**src/rtl/dram_ctrl_pkg.sv**
```systemverilog
// rtl/dram_ctrl_pkg.sv - shared types, field geometry and chip-select decode for dram_ctrl
package dram_ctrl_pkg;

    localparam int BANK_W    = 5;
    localparam int ROW_W     = 5;
    localparam int COL_W     = 5;
    localparam int NUM_CHIPS = 32;

    // Byte address layout: {bank, row, col}
    localparam int COL_LSB  = 0;
    localparam int ROW_LSB  = COL_LSB + COL_W;
    localparam int BANK_LSB = ROW_LSB + ROW_W;

    typedef enum logic [2:0] {
        ST_IDLE,
        ST_ROW,
        ST_COL,
        ST_PRE,
        ST_REF_CAS,
        ST_REF_RAS,
        ST_REF_PRE
    } state_t;

    // Active-low one-hot select for the addressed chip
    function automatic logic [NUM_CHIPS-1:0] chip_sel_n(input logic [BANK_W-1:0] bank);
        logic [NUM_CHIPS-1:0] onehot;
        onehot       = '0;
        onehot[bank] = 1'b1;
        return ~onehot;
    endfunction

endpackage

```
**src/rtl/dram_refresh_timer.sv**
```systemverilog
// rtl/dram_refresh_timer.sv - free-running refresh interval counter with pending and overrun flags
module dram_refresh_timer #(
    parameter int REFRESH_INTERVAL = 256
) (
    input  logic clk,
    input  logic rst,
    input  logic refresh_ack,
    output logic pending,
    output logic overrun
);

    localparam int            CW     = $clog2(REFRESH_INTERVAL);
    localparam logic [CW-1:0] RELOAD = CW'(REFRESH_INTERVAL - 1);

    logic [CW-1:0] count;

    // Count down every cycle; on expiry raise one pending refresh, flag overrun if one was already waiting
    always_ff @(posedge clk or posedge rst) begin
        if (rst) begin
            count   <= RELOAD;
            pending <= 1'b0;
            overrun <= 1'b0;
        end else if (count == '0) begin
            count   <= RELOAD;
            pending <= 1'b1;
            if (pending && !refresh_ack) begin
                overrun <= 1'b1;
            end
        end else begin
            count <= count - 1'b1;
            if (refresh_ack) begin
                pending <= 1'b0;
            end
        end
    end

endmodule

```
**src/rtl/dram_ctrl.sv**
```systemverilog
// rtl/dram_ctrl.sv - access and CBR refresh sequencer for the 32-chip multiplexed-address DRAM array
module dram_ctrl
    import dram_ctrl_pkg::*;
#(
    parameter int ADDR_W           = 15,
    parameter int DATA_W           = 8,
    parameter int T_RCD            = 2,
    parameter int T_CAS            = 2,
    parameter int T_RP             = 2,
    parameter int REFRESH_INTERVAL = 256
) (
    input  logic                 clk,
    input  logic                 rst,
    input  logic                 req_valid,
    output logic                 req_ready,
    input  logic                 req_we,
    input  logic [ADDR_W-1:0]    req_addr,
    input  logic [DATA_W-1:0]    req_wdata,
    output logic                 rsp_valid,
    output logic [DATA_W-1:0]    rsp_rdata,
    output logic [COL_W-1:0]     dram_addr,
    output logic                 dram_ras_n,
    output logic                 dram_cas_n,
    output logic                 dram_we_n,
    output logic [NUM_CHIPS-1:0] dram_cs_n,
    output logic [DATA_W-1:0]    dram_dq_out,
    output logic                 dram_dq_oe,
    input  logic [DATA_W-1:0]    dram_dq_in,
    output logic                 refresh_busy,
    output logic                 refresh_overrun
);

    // Longest multi-cycle state decides the dwell counter width
    localparam int SPAN  = (T_RCD + T_CAS > T_RP) ? (T_RCD + T_CAS) : T_RP;
    localparam int CNT_W = $clog2(SPAN + 1);

    state_t             state;
    logic [CNT_W-1:0]   cnt;
    logic [ADDR_W-1:0]  addr_q;
    logic               we_q;
    logic [DATA_W-1:0]  wdata_q;
    logic               pending;
    logic               refresh_ack;

    dram_refresh_timer #(
        .REFRESH_INTERVAL (REFRESH_INTERVAL)
    ) u_refresh_timer (
        .clk         (clk),
        .rst         (rst),
        .refresh_ack (refresh_ack),
        .pending     (pending),
        .overrun     (refresh_overrun)
    );

    // The pending refresh is consumed while the CBR sequence is opening
    assign refresh_ack = (state == ST_REF_CAS);

    // Only an idle controller with no refresh waiting takes a request; held low while in reset
    assign req_ready = !rst && (state == ST_IDLE) && !pending;

    // Sequencer: outputs are loaded on entry to each state so they stay constant for its dwell
    always_ff @(posedge clk or posedge rst) begin
        if (rst) begin
            state        <= ST_IDLE;
            cnt          <= '0;
            addr_q       <= '0;
            we_q         <= 1'b0;
            wdata_q      <= '0;
            dram_addr    <= '0;
            dram_ras_n   <= 1'b1;
            dram_cas_n   <= 1'b1;
            dram_we_n    <= 1'b1;
            dram_cs_n    <= '1;
            dram_dq_out  <= '0;
            dram_dq_oe   <= 1'b0;
            rsp_valid    <= 1'b0;
            rsp_rdata    <= '0;
            refresh_busy <= 1'b0;
        end else begin
            rsp_valid <= 1'b0;
            case (state)
                ST_IDLE: begin
                    if (pending) begin
                        state        <= ST_REF_CAS;
                        dram_cs_n    <= '0;
                        dram_cas_n   <= 1'b0;
                        refresh_busy <= 1'b1;
                    end else if (req_valid) begin
                        state      <= ST_ROW;
                        cnt        <= CNT_W'(T_RCD - 1);
                        addr_q     <= req_addr;
                        we_q       <= req_we;
                        wdata_q    <= req_wdata;
                        dram_addr  <= req_addr[ROW_LSB +: ROW_W];
                        dram_cs_n  <= chip_sel_n(req_addr[BANK_LSB +: BANK_W]);
                        dram_ras_n <= 1'b0;
                    end
                end
                ST_ROW: begin
                    if (cnt == '0) begin
                        state      <= ST_COL;
                        cnt        <= CNT_W'(T_CAS - 1);
                        dram_addr  <= addr_q[COL_LSB +: COL_W];
                        dram_cas_n <= 1'b0;
                        dram_we_n  <= !we_q;
                        dram_dq_oe <= we_q;
                        if (we_q) begin
                            dram_dq_out <= wdata_q;
                        end
                    end else begin
                        cnt <= cnt - 1'b1;
                    end
                end
                ST_COL: begin
                    if (cnt == '0) begin
                        state      <= ST_PRE;
                        cnt        <= CNT_W'(T_RP - 1);
                        dram_ras_n <= 1'b1;
                        dram_cas_n <= 1'b1;
                        dram_we_n  <= 1'b1;
                        dram_cs_n  <= '1;
                        dram_dq_oe <= 1'b0;
                        rsp_valid  <= 1'b1;
                        if (!we_q) begin
                            rsp_rdata <= dram_dq_in;
                        end
                    end else begin
                        cnt <= cnt - 1'b1;
                    end
                end
                ST_PRE: begin
                    if (cnt == '0) begin
                        state <= ST_IDLE;
                    end else begin
                        cnt <= cnt - 1'b1;
                    end
                end
                ST_REF_CAS: begin
                    state      <= ST_REF_RAS;
                    cnt        <= CNT_W'(T_RCD + T_CAS - 1);
                    dram_ras_n <= 1'b0;
                end
                ST_REF_RAS: begin
                    if (cnt == '0) begin
                        state      <= ST_REF_PRE;
                        cnt        <= CNT_W'(T_RP - 1);
                        dram_ras_n <= 1'b1;
                        dram_cas_n <= 1'b1;
                        dram_cs_n  <= '1;
                    end else begin
                        cnt <= cnt - 1'b1;
                    end
                end
                ST_REF_PRE: begin
                    if (cnt == '0) begin
                        state        <= ST_IDLE;
                        refresh_busy <= 1'b0;
                    end else begin
                        cnt <= cnt - 1'b1;
                    end
                end
                default: begin
                    state <= ST_IDLE;
                end
            endcase
        end
    end

endmodule

```
**config.mk**
```make
export PLATFORM = sky130hd
export DESIGN_NAME = dram_ctrl
export DESIGN_NICKNAME = d
export VERILOG_FILES = /design/src/rtl/dram_ctrl_pkg.sv /design/src/rtl/dram_refresh_timer.sv /design/src/rtl/dram_ctrl.sv
export SDC_FILE = /design/constraint.sdc
export NUM_CORES = 1
export LEC_CHECK = 0
export CAP_MARGIN = 25
export CELL_PAD_IN_SITES_DETAIL_PLACEMENT = 0
export CELL_PAD_IN_SITES_GLOBAL_PLACEMENT = 2
export CORE_MARGIN = 4
export CORE_UTILIZATION = 30
export CTS_CLUSTER_SIZE = 20
export DETAILED_ROUTE_END_ITERATION = 10
export PLACE_DENSITY_LB_ADDON = 0.15
export SYNTH_ARGS = -nofsm -noshare
export SYNTH_HDL_FRONTEND = slang
export SYNTH_SLANG_ARGS = --single-unit
```
**constraint.sdc**
```tcl
create_clock -name clk -period 3.05 [get_ports clk]
set_input_delay 0.915 -clock clk [delete_from_list [all_inputs] [get_ports clk]]
set_output_delay 0.915 -clock clk [all_outputs]
set_load 0.1 [all_outputs]
```
==> results.toml, run 1 <==
[placement]
quantity_of_i_o_buffers_inserted_on_ports = 95
post-dp-hpwl_mm = 7.77
globalplace.congestion = 0.755
dp_slack_ns = 0.287

[power_and_ir_drop]
power_density_nw_per_um2 = 1130
power.static_leakage_nw = 2.47
worst_ir_drop_vdd_mv = 0.650
total_power_of_the_final_layout_mw = 6.51

[critical_path]
critical_path.startpoint_type = "primary input"
worst-endpoint-arrival_ns = 1.84
critical_path.cell_chain = "clkdlybuf4s50_1 -> nor3_2 -> buf_12"
timing.critical_path.to_type = "output port"
critPathMaxStageDelay_ns = 0.47
worst_ep_required_time_ns = 2.13
critical-path-slowest-cell = "clkdlybuf4s50_1"
worst-path-max-fanout = 2
crit_type = "in -> out"
timing.critical_path.max_delay_family = "buffers and inverters"
critical_path_buf_inv_count = 2

[clock_network]
worst_skew_pair.late_latency_ns = 0.34
cts_tree = "yes"
cts_repair_resize_count = 0
cts-buffers-inserted = 9
cts_setup_buffers = 0
tritoncts_num_sinks = 89
cts_root_buffer = "clkbuf_16"
htreeDepth = 3
path_clk_slew_ns = 0.06
maximum_root_to_sink_buffer_count = 2
postCtsHoldBufs = 0

[sta]
finalCriticalPeriod_ns = 2.76
worst_clock_skew_ns = 0.00675
hold_viol_final = 0
period_utilization = 0.905
fmax_mhz = 362
final-max-slew-violation-count = 0
slew_at_the_pin_closest_to_its_max_slew_limit_ns = 0.718
post-route-worst-setup-slack_ns = 0.290
final.hold.worst_slack_ns = 0.465
total_of_endpoints_with_negative_setup_slack_in_the_final_report = 0
max_slew_margin = 0.517
grt_setup_unrepaired = "false"

[yosys]
postSynthRegisterBits = 89
syn-num-nets = 423
synth-edff-count = 0
synthesis.yosys.warnings = 0
synthDominantAreaCellType = "dfrtp_1"
synth-main-ff-cell = "dfrtp_1"
synth.distinct_cells = 51
yosys.cell_count.top_type = "dfrtp_1"
post_synth.cell_area_avg_um2 = 11.6
yosys-top-cells-area = "dfrtp_1 (26%), dfstp_2 (25%), mux2_4 (10%), mux2_2 (8.6%), o21ai_0 (4.6%)"
synth.cell_area_um2 = 4450
postSynth.asyncResetShare = 1.00
synth-seq-area-share = 0.512
post_synth_inst_count = 384
yosys.area.top_type_share = 0.259
yosys-top-cells-count = "dfrtp_1 (46), dfstp_2 (43), o21ai_0 (41)"

[detailed_routing]
drt.antenna.violating_nets = 0
detailedRoute.firstIterationViolations = 183
vias = 3243
routed_wl_mm = 10.9
detail_route.drc_violations = 0
drt_first_pass_iters = 4
avgRoutedWirePerCell_um = 16.4
dr_vias_cell = 4.87

[run]
cap_viol_max_count = 0

[die]
core.rowCount = 44
floorplan.die.width_um = 130
ioPinCount = 96
die_area_um2 = 16900
fp.dieH_um = 130
start_util = 0.306
core_region_area_um2 = 14500

[global_route]
vias_in_the_first_global_route = 3333
initial_antenna_violation_count = 0
first_pass_grt_wire_length_mm = 17.7
grt_overflow_total = 0
groute.usage.overall = 0.134
largest_net_degree_at_the_start_of_global_routing = 43

[layout]
post_route_cells_drive_above_1_share = 0.417
finalCoreUtilization = 0.398
nFillCells = 1440
layout-area-overhead-vs-synth_pct = 29.8
number_of_inserted_diodes = 0
total_nets_final = 516

[run_status]
result_of_the_run = "complete, no violations"

[hold_path]
holdCritPathClass = "reg -> reg"
[path summary, 6_finish.rpt]
path	from	to	slack, ns	depth (start not counted)
hold reg to reg	u_refresh_timer.count[0]$_DFF_PP1_	u_refresh_timer.count[0]$_DFF_PP1_	0.47	1
min in group asynchronous	rst	state[0]$_DFFE_PP0P_	1.02	2
setup reg to reg	cnt[0]$_DFFE_PP0P_	dram_cs_n[31]$_DFFE_PP1P_	0.70	7
setup / recovery	rst	req_ready	0.29	3
hold / removal	u_refresh_timer.count[0]$_DFF_PP1_	u_refresh_timer.count[0]$_DFF_PP1_	0.47	1
max in group asynchronous	rst	dram_cs_n[15]$_DFFE_PP1P_	1.37	3
[where the power goes]
part | total, mW | switching, mW | internal [mW]
clock network | 1.08 | 0.458 | 0.621
logic | 3.61 | 2.60 | 1.00
registers | 1.83 | 0.204 | 1.62
[placed cells by master, fill, tap and decap left out, types with 5 or more instances in the layout]
cell	instances
buf_4	67
nor3b_1	5
clkbuf_16	9
mux2_2	34
o21ai_0	41
nor2_1	31
and3_1	5
inv_1	13
dfrtp_1	46
nor2b_1	8
mux2i_1	6
clkdlybuf4s50_1	34
nand2b_1	6
dfstp_2	43
a21oi_1	8
nor3_1	8
mux2_4	30
nand2_1	20
nand3b_1	5
a21o_1	5
[through the flow]
| stage | std cells | TNS, ns | cell area [um2] |
|---|---|---|---|
| 6_report | 666 | 0 | 5780 |
| 5_1_grt | 666 | 0 | 5780 |
| 4_1_cts | 666 | 0 | 5780 |
| 3_5_place_dp | 650 | 0 | 5490 |
| 3_3_place_gp | 650 | 0 | 5490 |
| 2_1_floorplan | 384 | -0.0172 | 4460 |
[layout make-up]
cell class	count	area, um2	share of cell area
clock inverters	2	13.8	0.00238
multi-input cells	258	2000	0.346
well taps	184	230	0.0398
clock buffers	14	274	0.0474
inverters	14	56.3	0.00974
repair buffers	105	923	0.160
flip-flops and latches	89	2280	0.395
[cells by family after synthesis]
group / Yosys count / share of synthesized area
fa+ha+maj: 5 / 0.0135
xor+xnor: 2 / 0.00394
compound gates: 79 / 0.113
simple gates: 102 / 0.117
buf+inv: 37 / 0.0396
mux: 70 / 0.201
flops: 89 / 0.512
[layer usage]
| metal | GRT usage | vias to the layer above | wire, um | part of all wire |
|---|---|---|---|---|
| met4 | 0.0581 | 0 | 226 | 0.021 |
| li1 | - | 1544 | - | - |
| met1 | 0.177 | 1599 | 5030 | 0.46 |
| met3 | 0.0438 | 13 | 831 | 0.076 |
| met5 | 0 | - | 0 | 0 |
| met2 | 0.202 | 87 | 4860 | 0.44 |
[state kept, by name, summed over array words and instances (netlist names), 3 cells and up]
register               cells
rsp_rdata                  8
state                      3
dram_addr                  5
u_refresh_timer.count      8
dram_cs_n                 32
dram_dq_out                8
wdata_q                    8
cnt                        3
addr_q                     5
(Power assumes the default switching activity.)
==> run 2: changes to the inputs <==
PLACE_DENSITY = 0.82   (was not set)
PLACE_DENSITY_LB_ADDON = not set   (was 0.15)
==> results.toml, run 2 (synthesis gave the netlist of run 1 again) <==
[global_route]
grt_overflow_total = 0
groute.usage.overall = 0.126
largest_net_degree_at_the_start_of_global_routing = 90
vias_in_the_first_global_route = 3227
first_pass_grt_wire_length_mm = 16.8
initial_antenna_violation_count = 0

[placement]
dp_slack_ns = 0.287
post-dp-hpwl_mm = 7.22
quantity_of_i_o_buffers_inserted_on_ports = 95
globalplace.congestion = 0.796
placed_cells_incl_taps = 648
post_dp_cell_area_um2 = 5460

[critical_path]
timing.critical_path.max_delay_family = "buffers and inverters"
critical_path_buf_inv_count = 2
critical-path-slowest-cell = "clkdlybuf4s50_1"
worst-endpoint-arrival_ns = 1.86
worst-path-max-fanout = 2
worst_ep_required_time_ns = 2.13
critical_path.cell_chain = "clkdlybuf4s50_1 -> nor3_2 -> buf_12"
r2r.worst_path.cells = 7
critical_path.startpoint_type = "primary input"
total_number_of_cells_along_the_worst_setup_path = 3
critPathMaxStageDelay_ns = 0.47
timing.critical_path.to_type = "output port"
crit_type = "in -> out"

[layout]
layout.cells.most_common_list = "buf_4 (66), dfrtp_1 (46), dfstp_2 (43)"
multiInputGateArea_um2 = 2000
number_of_inserted_diodes = 0
largest_register = "dram_cs_n"
finalCoreUtilization = 0.396
total_nets_final = 514
final_common_cell = "buf_4"
largest_register_ff_count = 32
finalNonFillerCells = 664
post_route_cells_drive_above_1_share = 0.417
seq_area_um2 = 2280
nFillCells = 1432
final_design_area_no_fill_um2 = 5760
layout-area-overhead-vs-synth_pct = 29.4

[sta]
fmax_mhz = 361
hold_viol_final = 0
worst_clock_skew_ns = 0.00754
max_slew_margin = 0.585
final-max-slew-violation-count = 0
period_utilization = 0.909
slew_at_the_pin_closest_to_its_max_slew_limit_ns = 0.616
total_of_endpoints_with_negative_setup_slack_in_the_final_report = 0
post-route-worst-setup-slack_ns = 0.279
grt_setup_unrepaired = "false"
finalCriticalPeriod_ns = 2.77

[clock_network]
cts_root_buffer = "clkbuf_16"
cts_tree = "yes"
path_clk_slew_ns = 0.06
cts-buffers-inserted = 9
worst_skew_pair.late_latency_ns = 0.34
tritoncts_num_sinks = 89
htreeDepth = 3
maximum_root_to_sink_buffer_count = 2
cts_repair_resize_count = 0
cts_setup_buffers = 0
postCtsHoldBufs = 0

[die]
floorplan.die.width_um = 130
core_region_area_um2 = 14500
fp.dieH_um = 130
core.rowCount = 44
ioPinCount = 96
die_area_um2 = 16900
start_util = 0.306

[power_and_ir_drop]
power.static_leakage_nw = 2.45
worst_ir_drop_vdd_mv = 0.721
total_power_of_the_final_layout_mw = 6.54
power_density_nw_per_um2 = 1130

[detailed_routing]
detailedRoute.firstIterationViolations = 216
dr_vias_cell = 4.81
routed_wl_mm = 10.3
drt_first_pass_iters = 4
vias = 3196
drt.antenna.violating_nets = 0
detail_route.drc_violations = 0
avgRoutedWirePerCell_um = 15.5

[run]
cap_viol_max_count = 0

[hold_path]
cell_depth_of_the_worst_hold_path = 1
holdCritPathClass = "reg -> reg"

[run_status]
result_of_the_run = "complete, no violations"
==> run 2: cell type report <==
type                    count  area share
clock inverters             6      0.0119
inverters                  14     0.00977
flip-flops and latches     89       0.396
multi-input cells         258       0.347
repair buffers            103       0.156
clock buffers              10      0.0397
well taps                 184      0.0400
==> run 2: path summary, 6_finish.rpt <==
| kind | start | end | slack [ns] |
|---|---|---|---|
| setup / recovery | rst | req_ready | 0.28 |
| hold / removal | u_refresh_timer.count[0]$_DFF_PP1_ | u_refresh_timer.count[0]$_DFF_PP1_ | 0.46 |
| setup reg to reg | cnt[0]$_DFFE_PP0P_ | dram_cs_n[31]$_DFFE_PP1P_ | 0.85 |
| hold reg to reg | u_refresh_timer.count[0]$_DFF_PP1_ | u_refresh_timer.count[0]$_DFF_PP1_ | 0.46 |
| max in group asynchronous | rst | dram_cs_n[31]$_DFFE_PP1P_ | 1.56 |
| min in group asynchronous | rst | u_refresh_timer.overrun$_DFFE_PP0P_ | 1.10 |
==> run 2: report_power, final <==
group	internal, mW	total [mW]	switching (mW)	leakage [nW]
sequential	1.62	1.83	0.211	1.01
clock	0.638	1.11	0.471	0.143
combinational	1.00	3.59	2.59	1.30
total	3.26	6.54	3.27	2.45
==> run 2: through the flow <==
stage                     TNS (ns)  hold slack (ns)
final                            0            0.458
after global routing             0            0.485
after CTS                        0            0.464
after detailed placement         0            0.448
after global placement           0            0.446
after floorplan            -0.0172            0.435
==> run 2: per-layer routing <==
metal	up-vias	share of wire	global-route usage
met4	0	0.011	0.0330
li1	1545	-	-
met2	96	0.46	0.200
met5	-	0	0
met1	1546	0.44	0.159
met3	9	0.083	0.0524
==> run 3: changes to the inputs <==
ABC_AREA = 1   (was not set)
CORE_UTILIZATION = 26   (was 30)
PLACE_DENSITY = 0.81   (was 0.82)
==> results.toml, run 3 <==
[run_status]
result_of_the_run = "complete, no violations"

[detailed_routing]
avgRoutedWirePerCell_um = 13.0
dr_vias_cell = 4.39
vias = 3742
detailedRoute.firstIterationViolations = 209
drt_first_pass_iters = 4
detail_route.drc_violations = 0
drt.antenna.violating_nets = 0
routed_wl_mm = 11.1

[placement]
post-dp-hpwl_mm = 8.11
quantity_of_i_o_buffers_inserted_on_ports = 95
placed_cells_incl_taps = 837
globalplace.congestion = 0.789

[sta]
total_of_endpoints_with_negative_setup_slack_in_the_final_report = 0
finalCriticalPeriod_ns = 2.86
period_utilization = 0.937
max_slew_margin = 0.602
worst_clock_skew_ns = 0.00713
grt_setup_unrepaired = "false"
final-max-slew-violation-count = 0
slew_at_the_pin_closest_to_its_max_slew_limit_ns = 0.595
fmax_mhz = 350
final.setup.tns_ns = 0
hold_viol_final = 0

[die]
core.rowCount = 46
start_util = 0.269
ioPinCount = 96
die_area_um2 = 18700
fp.dieH_um = 137
floorplan.die.width_um = 137
core_region_area_um2 = 16100

[critical_path]
worst-path-max-fanout = 15
crit_type = "reg -> out"
timing.critical_path.to_type = "output port"
worstSetupEndpoint = "req_ready"
crit_path_start = "state[0]$_DFFE_PP0P_"
critical_path.startpoint_type = "flop"
crit-reg2reg-capture = "dram_cs_n[21]$_DFFE_PP1P_"
worst-endpoint-arrival_ns = 1.94
r2r.worst_path.cells = 9
timing.rr.start = "state[2]$_DFFE_PP0P_"
worst_ep_required_time_ns = 2.13
regToRegSetupSlack_ns = 1.00

[yosys]
synthDominantAreaCellType = "dfrtp_1"
synthesis.yosys.warnings = 0
post_synth.cell_area_avg_um2 = 8.00
postSynthRegisterBits = 89
yosys.cell_count.top_type = "nand2_1"
yosys-top-cells-area = "dfrtp_1 (27%), dfstp_2 (26%), nand2_1 (20%), nand3_1 (4.2%), o21ai_0 (3.7%)"
synth-edff-count = 0
synth.cell_area_um2 = 4310
synth.distinct_cells = 33
synth-main-ff-cell = "dfrtp_1"
syn-num-nets = 578
postSynth.asyncResetShare = 1.00
post_synth_inst_count = 539
yosys.area.top_type_share = 0.267
synth-seq-area-share = 0.529
yosys-top-cells-count = "nand2_1 (224), dfrtp_1 (46), dfstp_2 (43)"

[layout]
post_route_cells_drive_above_1_share = 0.234
multiInputGateArea_um2 = 1750
total_nets_final = 671
seq_area_um2 = 2280
number_of_inserted_diodes = 0
largest_register_ff_count = 32
final_common_cell = "nand2_1"
largest_register = "dram_cs_n"
layout-area-overhead-vs-synth_pct = 30.4
layout.cells.most_common_list = "nand2_1 (224), buf_4 (63), dfrtp_1 (46)"
nFillCells = 1693
finalNonFillerCells = 853

[hold_path]
holdCritPathClass = "reg -> reg"

[global_route]
first_pass_grt_wire_length_mm = 18.2
vias_in_the_first_global_route = 3611
grt_overflow_total = 0
largest_net_degree_at_the_start_of_global_routing = 90
groute.usage.overall = 0.122
initial_antenna_violation_count = 0

[run]
cap_viol_max_count = 0

[clock_network]
postCtsHoldBufs = 0
path_clk_slew_ns = 0.07
maximum_root_to_sink_buffer_count = 2
cts_tree = "yes"
cts_repair_resize_count = 0
cts-buffers-inserted = 9
cts_setup_buffers = 0
cts_root_buffer = "clkbuf_16"
htreeDepth = 3
worst_skew_pair.late_latency_ns = 0.35
tritoncts_num_sinks = 89
[run 3: changes by cell type in the layout (fill, tap and decap cells not counted), sizes merged, moves of 6 or more]
cell    before  now
nand2       20  226
nor2b        8    0
a21oi        8   30
mux2i        6    0
nand2b       6    0
nand3        3   39
mux2        64    0
inv         13   43
[run 3: how the worst min path moves through the flow]
stage | start | to | slack [ns] | depth (start not counted)
after global routing | u_refresh_timer.count[0]$_DFF_PP1_ | u_refresh_timer.count[0]$_DFF_PP1_ | 0.48 | 1
final | dram_ras_n$_DFFE_PP1P_ | dram_ras_n$_DFFE_PP1P_ | 0.46 | 2
after CTS | dram_ras_n$_DFFE_PP1P_ | dram_ras_n$_DFFE_PP1P_ | 0.47 | 2
after global placement | u_refresh_timer.count[0]$_DFF_PP1_ | u_refresh_timer.count[0]$_DFF_PP1_ | 0.44 | 1
after floorplan | u_refresh_timer.count[0]$_DFF_PP1_ | u_refresh_timer.count[0]$_DFF_PP1_ | 0.44 | 1
after detailed placement | u_refresh_timer.count[0]$_DFF_PP1_ | u_refresh_timer.count[0]$_DFF_PP1_ | 0.45 | 1
[run 3: worst max-delay path, stage by stage (launching register included)]
cell	delay (ns)
dfrtp_1	0.49
nor2_1	0.18
nand2_1	0.13
inv_2	0.22
nand2_1	0.22
nor2_2	0.18
buf_12	0.19
[run 3: logic make-up after synthesis]
logic type / synth area share
fa+ha+maj: 0.0116
simple gates: 0.288
flops: 0.529
xor+xnor: 0.00203
compound gates: 0.103
buf+inv: 0.0662
[run 3: stage by stage]
step            util  setup WS (ns)  area [um2]  hold WS, ns
2_1_floorplan      -          0.433        4320        0.436
3_3_place_gp   0.333          0.372        5340        0.445
3_5_place_dp   0.333          0.379        5340        0.449
4_1_cts        0.350          0.172        5620        0.466
5_1_grt        0.350         0.0247        5620        0.484
6_report       0.350          0.192        5620        0.462
[run 3: layout make-up]
cell class,instances,share of cell area
clock inverter,6,0.00757
clock buffer,10,0.0425
timing repair buffer,100,0.155
sequential,89,0.406
tap,216,0.0481
multi-input combinational,388,0.311
inverter,44,0.0300
[run 3: metal layers]
metal | vias to the layer above | global-route usage | routed length (um)
met2 | 85 | 0.186 | 5000
met4 | 0 | 0.0327 | 135
met3 | 15 | 0.0426 | 662
met5 | - | 0 | 0
met1 | 1738 | 0.165 | 5300
li1 | 1904 | - | -
Power of run 3 is not shown: default switching activity piles up to over one toggle a cycle in this logic, so the estimate is an artifact.
